==> src/rtl/mat_pkg.sv <==
// Shared constants and symbol record for the coefficient-block datapath.
// Also holds the sign-extension helper used by the encoder.
package mat_pkg;

   localparam int DW = 10;
   localparam int N  = 64;
   localparam int RW = 6;

   typedef struct packed {
      logic [RW-1:0] run;
      logic [3:0]    size;
      logic [DW:0]   amp;
      logic          is_dc;
      logic          eob;
      logic          last;
   } sym_t;

   localparam sym_t SYM_ZERO = '0;

   function automatic logic signed [DW:0] sext(input logic signed [DW-1:0] v);
      return {v[DW-1], v};
   endfunction

endpackage

==> src/rtl/mat_rle_if.sv <==
// Coefficient-in / symbol-out bundle between mat_scan, mat_rle and the Huffman stage.
interface mat_rle_if;
   import mat_pkg::*;

   logic                 vld_in;
   logic signed [DW-1:0] din;
   logic                 dc_clr;

   logic                 vld_out;
   logic [RW-1:0]        run;
   logic [3:0]           size;
   logic [DW:0]          amp;
   logic                 is_dc;
   logic                 eob;
   logic                 last;

   modport master (
      output vld_in, din, dc_clr,
      input  vld_out, run, size, amp, is_dc, eob, last
   );

   modport slave (
      input  vld_in, din, dc_clr,
      output vld_out, run, size, amp, is_dc, eob, last
   );

endinterface

==> src/rtl/mat_rle_size.sv <==
// Magnitude category and amplitude bits of a signed value; negative values
// are coded one's-complement in the low `size` bits, upper bits forced to zero.
module mat_rle_size
   import mat_pkg::*;
(
   input  logic signed [DW:0] i_val,
   output logic [3:0]         o_size,
   output logic [DW:0]        o_amp
);

   logic [DW:0] w_mag;
   logic [DW:0] w_mask;
   logic [DW:0] w_ones;

   always_comb begin
      w_mag  = i_val[DW] ? $unsigned(-i_val) : $unsigned(i_val);
      o_size = '0;
      // Highest set bit wins, so the loop runs low to high.
      for (int i = 0; i <= DW; i++) begin
         if (w_mag[i]) o_size = 4'(i + 1);
      end
      w_mask = ({{DW{1'b0}}, 1'b1} << o_size) - {{DW{1'b0}}, 1'b1};
      w_ones = $unsigned(i_val) - {{DW{1'b0}}, 1'b1};
      o_amp  = (i_val[DW] ? w_ones : $unsigned(i_val)) & w_mask;
   end

endmodule

==> src/rtl/mat_rle.sv <==
// Run-length / category encoder for one zigzag-ordered 8x8 block: DC as DPCM
// difference, AC as (zero-run, size, amplitude), EOB when the block ends in zeros.
module mat_rle
   import mat_pkg::*;
(
   input  logic     clk,
   input  logic     rst_n,
   mat_rle_if.slave bus
);

   logic [RW-1:0]        r_pos;
   logic [RW-1:0]        r_zrun;
   logic signed [DW-1:0] r_pred;

   logic                 w_at_dc;
   logic                 w_at_last;
   logic                 w_nz;
   logic                 w_emit_p0;
   logic signed [DW-1:0] w_pred_eff;
   logic signed [DW:0]   w_val_p0;
   logic [RW-1:0]        w_run_p0;
   logic                 w_eob_p0;

   logic                 r_vld_p1;
   logic signed [DW:0]   r_val_p1;
   logic [RW-1:0]        r_run_p1;
   logic                 r_dc_p1;
   logic                 r_eob_p1;
   logic                 r_last_p1;

   logic [3:0]           w_size_p1;
   logic [DW:0]          w_amp_p1;
   sym_t                 w_sym_p1;

   logic                 r_vld_p2;
   sym_t                 r_sym_p2;

   // Stage 0: classify the incoming coefficient against block position.
   always_comb begin
      w_at_dc    = (r_pos == '0);
      w_at_last  = (r_pos == RW'(N - 1));
      w_nz       = (bus.din != '0);
      w_pred_eff = bus.dc_clr ? '0 : r_pred;
      w_emit_p0  = bus.vld_in && (w_at_dc || w_nz || w_at_last);
      w_eob_p0   = !w_at_dc && !w_nz && w_at_last;
      w_run_p0   = (w_at_dc || !w_nz) ? '0 : r_zrun;
      if (w_at_dc)
         w_val_p0 = sext(bus.din) - sext(w_pred_eff);
      else if (w_nz)
         w_val_p0 = sext(bus.din);
      else
         w_val_p0 = '0;
   end

   always_ff @(posedge clk) begin
      r_val_p1  <= w_val_p0;
      r_run_p1  <= w_run_p0;
      r_dc_p1   <= w_at_dc;
      r_eob_p1  <= w_eob_p0;
      r_last_p1 <= w_at_last;
   end

   // Stage 1: category and amplitude of the registered value.
   mat_rle_size u_size (
      .i_val  (r_val_p1),
      .o_size (w_size_p1),
      .o_amp  (w_amp_p1)
   );

   always_comb begin
      w_sym_p1       = SYM_ZERO;
      w_sym_p1.run   = r_run_p1;
      w_sym_p1.size  = w_size_p1;
      w_sym_p1.amp   = w_amp_p1;
      w_sym_p1.is_dc = r_dc_p1;
      w_sym_p1.eob   = r_eob_p1;
      w_sym_p1.last  = r_last_p1;
   end

   always_ff @(posedge clk or negedge rst_n) begin
      if (!rst_n) begin
         r_pos    <= '0;
         r_zrun   <= '0;
         r_pred   <= '0;
         r_vld_p1 <= 1'b0;
         r_vld_p2 <= 1'b0;
         r_sym_p2 <= SYM_ZERO;
      end else begin
         r_vld_p1 <= w_emit_p0;
         r_vld_p2 <= r_vld_p1;
         // Idle cycles present an all-zero symbol rather than stale fields.
         r_sym_p2 <= r_vld_p1 ? w_sym_p1 : SYM_ZERO;
         if (bus.vld_in) begin
            r_pos <= r_pos + 1'b1;
            if (w_at_dc || w_nz || w_at_last)
               r_zrun <= '0;
            else
               r_zrun <= r_zrun + 1'b1;
         end
         if (bus.vld_in && w_at_dc)
            r_pred <= bus.din;
         else if (bus.dc_clr)
            r_pred <= '0;
      end
   end

   // Stage 2: registered symbol outputs.
   assign bus.vld_out = r_vld_p2;
   assign bus.run     = r_sym_p2.run;
   assign bus.size    = r_sym_p2.size;
   assign bus.amp     = r_sym_p2.amp;
   assign bus.is_dc   = r_sym_p2.is_dc;
   assign bus.eob     = r_sym_p2.eob;
   assign bus.last    = r_sym_p2.last;

endmodule

==> src/flat_wrapper.sv <==
// flat-port wrapper written by rule: the top's interface ports become plain ports
module mat_rle_flat import mat_pkg::*;
  (clk, rst_n, bus_vld_in, bus_din, bus_dc_clr, bus_vld_out, bus_run, bus_size, bus_amp, bus_is_dc, bus_eob, bus_last);
  mat_rle_if bus_i ();
  input  logic clk;
  input  logic rst_n;
  input wire logic [$bits(bus_i.vld_in)-1:0] bus_vld_in;
  input wire logic [$bits(bus_i.din)-1:0] bus_din;
  input wire logic [$bits(bus_i.dc_clr)-1:0] bus_dc_clr;
  output wire logic [$bits(bus_i.vld_out)-1:0] bus_vld_out;
  output wire logic [$bits(bus_i.run)-1:0] bus_run;
  output wire logic [$bits(bus_i.size)-1:0] bus_size;
  output wire logic [$bits(bus_i.amp)-1:0] bus_amp;
  output wire logic [$bits(bus_i.is_dc)-1:0] bus_is_dc;
  output wire logic [$bits(bus_i.eob)-1:0] bus_eob;
  output wire logic [$bits(bus_i.last)-1:0] bus_last;
  assign bus_i.vld_in = bus_vld_in;
  assign bus_i.din = bus_din;
  assign bus_i.dc_clr = bus_dc_clr;
  assign bus_vld_out = bus_i.vld_out;
  assign bus_run = bus_i.run;
  assign bus_size = bus_i.size;
  assign bus_amp = bus_i.amp;
  assign bus_is_dc = bus_i.is_dc;
  assign bus_eob = bus_i.eob;
  assign bus_last = bus_i.last;
  mat_rle u_core (.clk(clk), .rst_n(rst_n), .bus(bus_i));
endmodule
==> config.mk <==
export PLATFORM = sky130hd
export DESIGN_NAME = mat_rle_flat
export DESIGN_NICKNAME = d
export VERILOG_FILES = /design/src/rtl/mat_pkg.sv /design/src/rtl/mat_rle_if.sv /design/src/rtl/mat_rle_size.sv /design/src/rtl/mat_rle.sv /design/src/flat_wrapper.sv
export SDC_FILE = /design/constraint.sdc
export NUM_CORES = 1
export LEC_CHECK = 0
export CORE_AREA = 2 2 79 81
export DETAILED_ROUTE_END_ITERATION = 7
export DIE_AREA = 0 0 81 83
export DONT_BUFFER_PORTS = 1
export GPL_TIMING_DRIVEN = 1
export PLACE_DENSITY = 0.78
export SLEW_MARGIN = 15
export SYNTH_ARGS = -nofsm -noshare
export SYNTH_HDL_FRONTEND = slang
export SYNTH_SLANG_ARGS = --single-unit
export TNS_END_PERCENT = 10
==> constraint.sdc <==
create_clock -name clk -period 3.94 [get_ports clk]
set_input_delay 0.394 -clock clk [delete_from_list [all_inputs] [get_ports clk]]
set_output_delay 0.394 -clock clk [all_outputs]
set_load 0.005 [all_outputs]
; Word-level counts from Yosys, hierarchy flattened
; Cells that the tools add are included.
[word_totals]
register_bits = 68
[classes]
n_shift = 1
addsub = 6
n_eq_ne = 1
bitwise_logic = 1
n_mux = 19
reduce_logical = 11
[op_table]
columns = cell, count
row1 = $mux W11, 4
row2 = $mux W4, 10
row3 = $mux W24, 1
row4 = $sub A11 B1 Y11 const B, 2
row5 = $mux W10, 2
row6 = $add A6 B1 Y6 const B, 2
row7 = $and A11 B11 Y11, 1
row8 = $neg A11 Y11, 1
row9 = $shl A1 B4 Y11 const A, 1
row10 = $sub A10 B10 Y11, 1
row11 = $reduce_bool A10 Y1, 1
row12 = $eq A6 B6 Y1 const B, 1
row13 = $logic_not A6 Y1, 1
row14 = $mux W6, 1
row15 = $logic_and A1 B1 Y1, 4
row16 = $logic_or A1 B1 Y1, 3
row17 = $logic_not A1 Y1, 2
row18 = $mux W1, 1

; Depth between registers and ports, before layout
[logic_depth]
word_depth = 17
depth_mapped = 14
ltp_nobuf = 13

; Hierarchy
; Synthesis repeated with hierarchy kept, for this count alone.
[hier_totals]
cells_unflattened = 409
hier_area_um2 = 3842.4
[by_module_without_submodules]
columns = module, cells_each, seq_area_each_um2, instances, area_per_inst_um2
row1 = mat_rle, 260, 1601.5, 1, 2905.3
row2 = mat_rle_size, 149, 0.0, 1, 937.1

; Worst setup path after synthesis
; Ideal clock, no wire load.
[synth_timing]
kind = register -> register
from = register u_core.r_val_p1[0]
to = register u_core.r_sym_p2 (netlist bit u_core.bus.amp[2])
n_path_buf = 1
arrival_time_ps = 3117
stages_incl_launch_ff = 14
setup_slack_ps = 729
t_required_ps = 3846
path_cell_list = dfxtp_1 > buf_2 > inv_1 > ha_1 > or3b_1 > nand2_1 > xnor2_1 > o21a_1 > o32a_1 > nor3_1 > nand2_1 > ha_1 > or4_1 > a211oi_1
[synth_via]
elab_chain_len = 17
elab_cells_between_ends = 19
[synth_lines]
columns = element, line
row1 = start: declaration, mat_rle.sv:25  ; logic signed [DW:0] r_val_p1;
row2 = start signal: assignment, mat_rle.sv:56  ; r_val_p1 <= w_val_p0;
row3 = $neg A11 Y11, mat_rle_size.sv:16  ; w_mag = i_val[DW] ? $unsigned(-i_val) : $unsigned(i_val);
row4 = $mux W11, mat_rle_size.sv:16
row5 = $mux W1, mat_rle_size.sv:20  ; if (w_mag[i]) o_size = 4'(i + 1);
row6 = $mux W4 (10 in a row), mat_rle_size.sv:20
row7 = $shl A1 B4 Y11, mat_rle_size.sv:22  ; w_mask = ({{DW{1'b0}}, 1'b1} << o_size) - {{DW{1'b0}}, 1'b1};
row8 = $sub A11 B1 Y11, mat_rle_size.sv:22
row9 = $and A11 B11 Y11 (*), mat_rle_size.sv:24  ; o_amp = (i_val[DW] ? w_ones : $unsigned(i_val)) & w_mask;
row10 = $mux W24 (*), mat_rle.sv:92  ; r_sym_p2 <= r_vld_p1 ? w_sym_p1 : SYM_ZERO;
row11 = end signal: assignment, mat_rle.sv:92
row12 = end: declaration, mat_rle.sv:36  ; sym_t r_sym_p2;
; Every way passes the cells marked *; elsewhere a longest branch is shown, timed or not.
; A chain may end at the register's enable or synchronous reset.

; Final worst setup path
[layout_timing]
from = register u_core.r_val_p1[1]
to = register u_core.r_sym_p2 (netlist bit u_core.bus.amp[2])
[layout_via]
elab_chain_len = 16
elab_cells_between_ends = 18
[layout_lines]
columns = element, line
row1 = $neg A11 Y11, mat_rle_size.sv:16
row2 = $mux W11, mat_rle_size.sv:16
row3 = $mux W4 (10 in a row), mat_rle_size.sv:20
row4 = $shl A1 B4 Y11, mat_rle_size.sv:22
row5 = $sub A11 B1 Y11, mat_rle_size.sv:22
row6 = $and A11 B11 Y11 (*), mat_rle_size.sv:24
row7 = $mux W24 (*), mat_rle.sv:92
; Marks and branches as above.

==> reports/results.tsv <==
metric	value	unit
CTS buffer count	9	
Net Sw Frac	34.9	%
GRT busiest layer	met2	
Synth area leaders	dfrtp_1 33%, dfxtp_1 11%, ha_1 5.2%	
DR WL/cell	14.4	um
Synth Net Count	411	
fmax	0.278	GHz
share of cells above drive strength 1	10.2	%
Skew-Pair Late Insertion Delay	0.34	ns
Setup Fix Bufs, Post-CTS	0	
H-tree depth	3	
pwr dens	526	mW/mm2
Hold Vio Cnt, Final	0	
CP startpoint kind	flip-flop	
RR Startpoint	u_core.r_val_p1[1]$_DFF_P_	
critical path arrival	3.85	ns
Core Rows	28	
Final Cycle Share	91.2	%
Seq/Total Area, Yosys	44.2	%
first-pass GRT wire length	11.2	mm
Post-CTS Hold Fix Bufs	2	
FF-to-FF setup slack	0.35	ns
Gate power share	25.4	%
R2R cell count	12	
CP endpoint kind	flip-flop	
grt met2 use	33.1	%
RD Place Congestion	0.970	
clock slew at reported path FFs	0.08	ns
mapped cell area	0.00363	mm2
largest net degree at the start of global routing	49	
Critical Path Source	u_core.r_val_p1[1]$_DFF_P_	
nets	407	
Final Cell Area	0.00387	mm2
sequential share of power	46.3	%
minimum clock period after layout	3.59	ns
area fraction of the dominant cell type after synthesis	33.1	%
grt met3 use	6.09	%
Worst setup endpoint	u_core.bus.amp[2]$_DFF_PN0_	
Yosys Warn Count	0	
clock share of power	28.3	%
P_sw	0.710	mW
Rel. slew slack	59.5	%
Synth area leader	dfrtp_1	
CTS tree	built	
ant diodes	0	
GRT met1 Usage	27.5	%
Final setup viols	0	
Root Driver	clkbuf_8	
die area	0.00672	mm2
Die H	83	um
FILL cells	480	
dpl hpwl	4.71	mm
CTS Sinks	68	
Clock Skew	0.00504	ns
DR iter-0 viols	250	
Top FF cell, synth	dfrtp_1	
Port Buffers	0	
post-route setup TNS	0	ns
Placement Cell Area	0.00364	mm2
All-Layer GR Usage	20.9	%
max-slew violations	0	
fraction of registers with async set/reset	70.6	%
vias	2679	
first-pass iteration count of the detailed router	4	
wirelength, routed	6.57	mm
reg2reg end	u_core.bus.amp[2]$_DFF_PN0_	
Vias/cell	5.86	
outcome	complete, no violations	
Ports	39	
Peak supply drop	343	uV
core area	0.00582	mm2
cts repair resizes	0	
synthesized area per cell	9.52	um2
worst slew pin tran	0.602	ns
worst-path fanout max	9	
critical path required time	4.19	ns
Horiz. Die Dim	81	um
Layout area overhead	6.80	%
grt total ovfl	0	
Cell variety after synth	61	
CTS Buffer Depth	2	
Leak Pwr	1.72	nW
initial antenna violation count	0	
worst hold path type	in -> reg	
Post-DRT Antenna Nets	0	
number of global-route vias before repair	2458	
Initial Utilization	62.4	%
Internal Power	1.33	mW
drc violations	0	
Post-synth EDFFs	0	
MaxCap Viol Count	0	
unrepaired setup endpoints after global routing	no	
Yosys reg bits	68	
Syn Inst Count	381	
critical path class	reg -> reg	
## registers in the layout (all words and copies together) (netlist names)
signal and cells:
u_core.bus.last 1, u_core.bus.run 6, u_core.r_val_p1 11, u_core.bus.size 4, u_core.bus.eob 1, u_core.r_run_p1 6, u_core.r_last_p1 1, u_core.bus.amp 11
u_core.r_eob_p1 1, u_core.r_zrun 6, u_core.r_vld_p1 1, u_core.bus.vld_out 1, u_core.bus.is_dc 1, u_core.r_dc_p1 1, u_core.r_pos 6, u_core.r_pred 10
## power groups by stage
| stage | Sequential, mW | Clock (mW) | Combinational (mW) |
|---|---|---|---|
| global placement | 0.950 | 0 | 0.485 |
| CTS | 0.941 | 0.592 | 0.514 |
| detailed placement | 0.955 | 0 | 0.497 |
| floorplan | 0.876 | 0 | 0.489 |
| global route | 0.963 | 0.624 | 0.579 |
| finish | 0.942 | 0.577 | 0.517 |
## synth_stat cells (7+ instances only)
master and n:
a21oi_1 9, nand2_1 37, xor2_1 11, nor2_1 29, o21ai_0 29, nand2b_1 14
buf_2 7, nand3_1 8, dfrtp_1 48, and2_1 17, nor3_1 11, inv_1 15
xnor2_1 12, dfxtp_1 20, clkbuf_1 8, ha_1 15
## worst max-delay path, cell delays in order, from the launching register on
cell and delay (ns):
dfxtp_1 0.40, inv_1 0.09, ha_1 0.24, or3b_1 0.43
nand2_1 0.11, xnor2_1 0.06, o21a_1 0.17, o32a_1 0.39
nor3_1 0.46, nand2_1 0.13, ha_1 0.25, or4_1 0.52
a211oi_1 0.23
## how the worst min path moves through the flow
stage	end	from	slack (ns)	depth (start not counted)
finish	u_core.r_pos[0]$_DFFE_PN0P_	bus_vld_in	0.13	1
global route	u_core.r_pos[0]$_DFFE_PN0P_	bus_vld_in	0.11	1
CTS	u_core.r_pos[0]$_DFFE_PN0P_	bus_vld_in	0.11	1
detailed placement	u_core.bus.run[2]$_DFF_PN0_	rst_n	0.1	0
global placement	u_core.bus.run[2]$_DFF_PN0_	rst_n	0.1	0
floorplan	u_core.bus.amp[0]$_DFF_PN0_	rst_n	0.1	0
## area by class of cell
type / count / area, um2 / area share (%)
inverter: 15 / 56.3 / 1.45
clock inverter: 7 / 75.1 / 1.94
clock buffer: 9 / 124 / 3.20
sequential: 68 / 1600 / 41.3
tap: 75 / 93.8 / 2.42
multi-input combinational: 279 / 1870 / 48.3
timing repair buffer: 4 / 52.6 / 1.36
## layout by cell type, fill, tap and decap left out, types with 3 or more instances in the layout
master    instances
o31ai_1           5
o21a_1            4
ha_1             15
nor3_1           11
nand2_1          37
dfxtp_1          20
a21boi_0          4
nand3_1           8
nand4_1           4
nor2b_1           6
xor2_1           11
xnor2_1          12
clkinv_4          3
a211oi_1          5
nand2b_1         14
clkbuf_8          9
o21ai_0          29
inv_1            15
dfrtp_1          48
or2_2             3
nor2_1           29
or3_1             4
o211ai_1          3
or4_1             4
mux2_2            3
and2_1           17
a21oi_1           9
## layer usage
metal	part of all wire [%]	vias up
met5	0	-
met4	1.7	0
met3	6.1	15
met2	48	97
met1	45	1238
li1	-	1329
## metrics by stage
stage	std cells	total power [mW]	hold WS, ns	setup WS (ns)	utilization [%]
4_1_cts	457	2.05	0.112	0.379	66.6
3_3_place_gp	439	1.44	0.0995	0.531	62.5
6_report	457	2.04	0.129	0.347	66.6
2_1_floorplan	381	1.37	0.0984	0.729	-
3_5_place_dp	439	1.45	0.0995	0.393	62.5
5_1_grt	457	2.17	0.115	0.0681	66.6
## cell families after synthesis
kind of cell | synth area share (%)
compound gates | 14.7
xor+xnor | 5.55
fa+ha+maj | 5.73
buf+inv | 4.28
flops | 44.2
mux | 0.931
simple gates | 24.6
No activity file was read; power rests on OpenSTA's default activity.
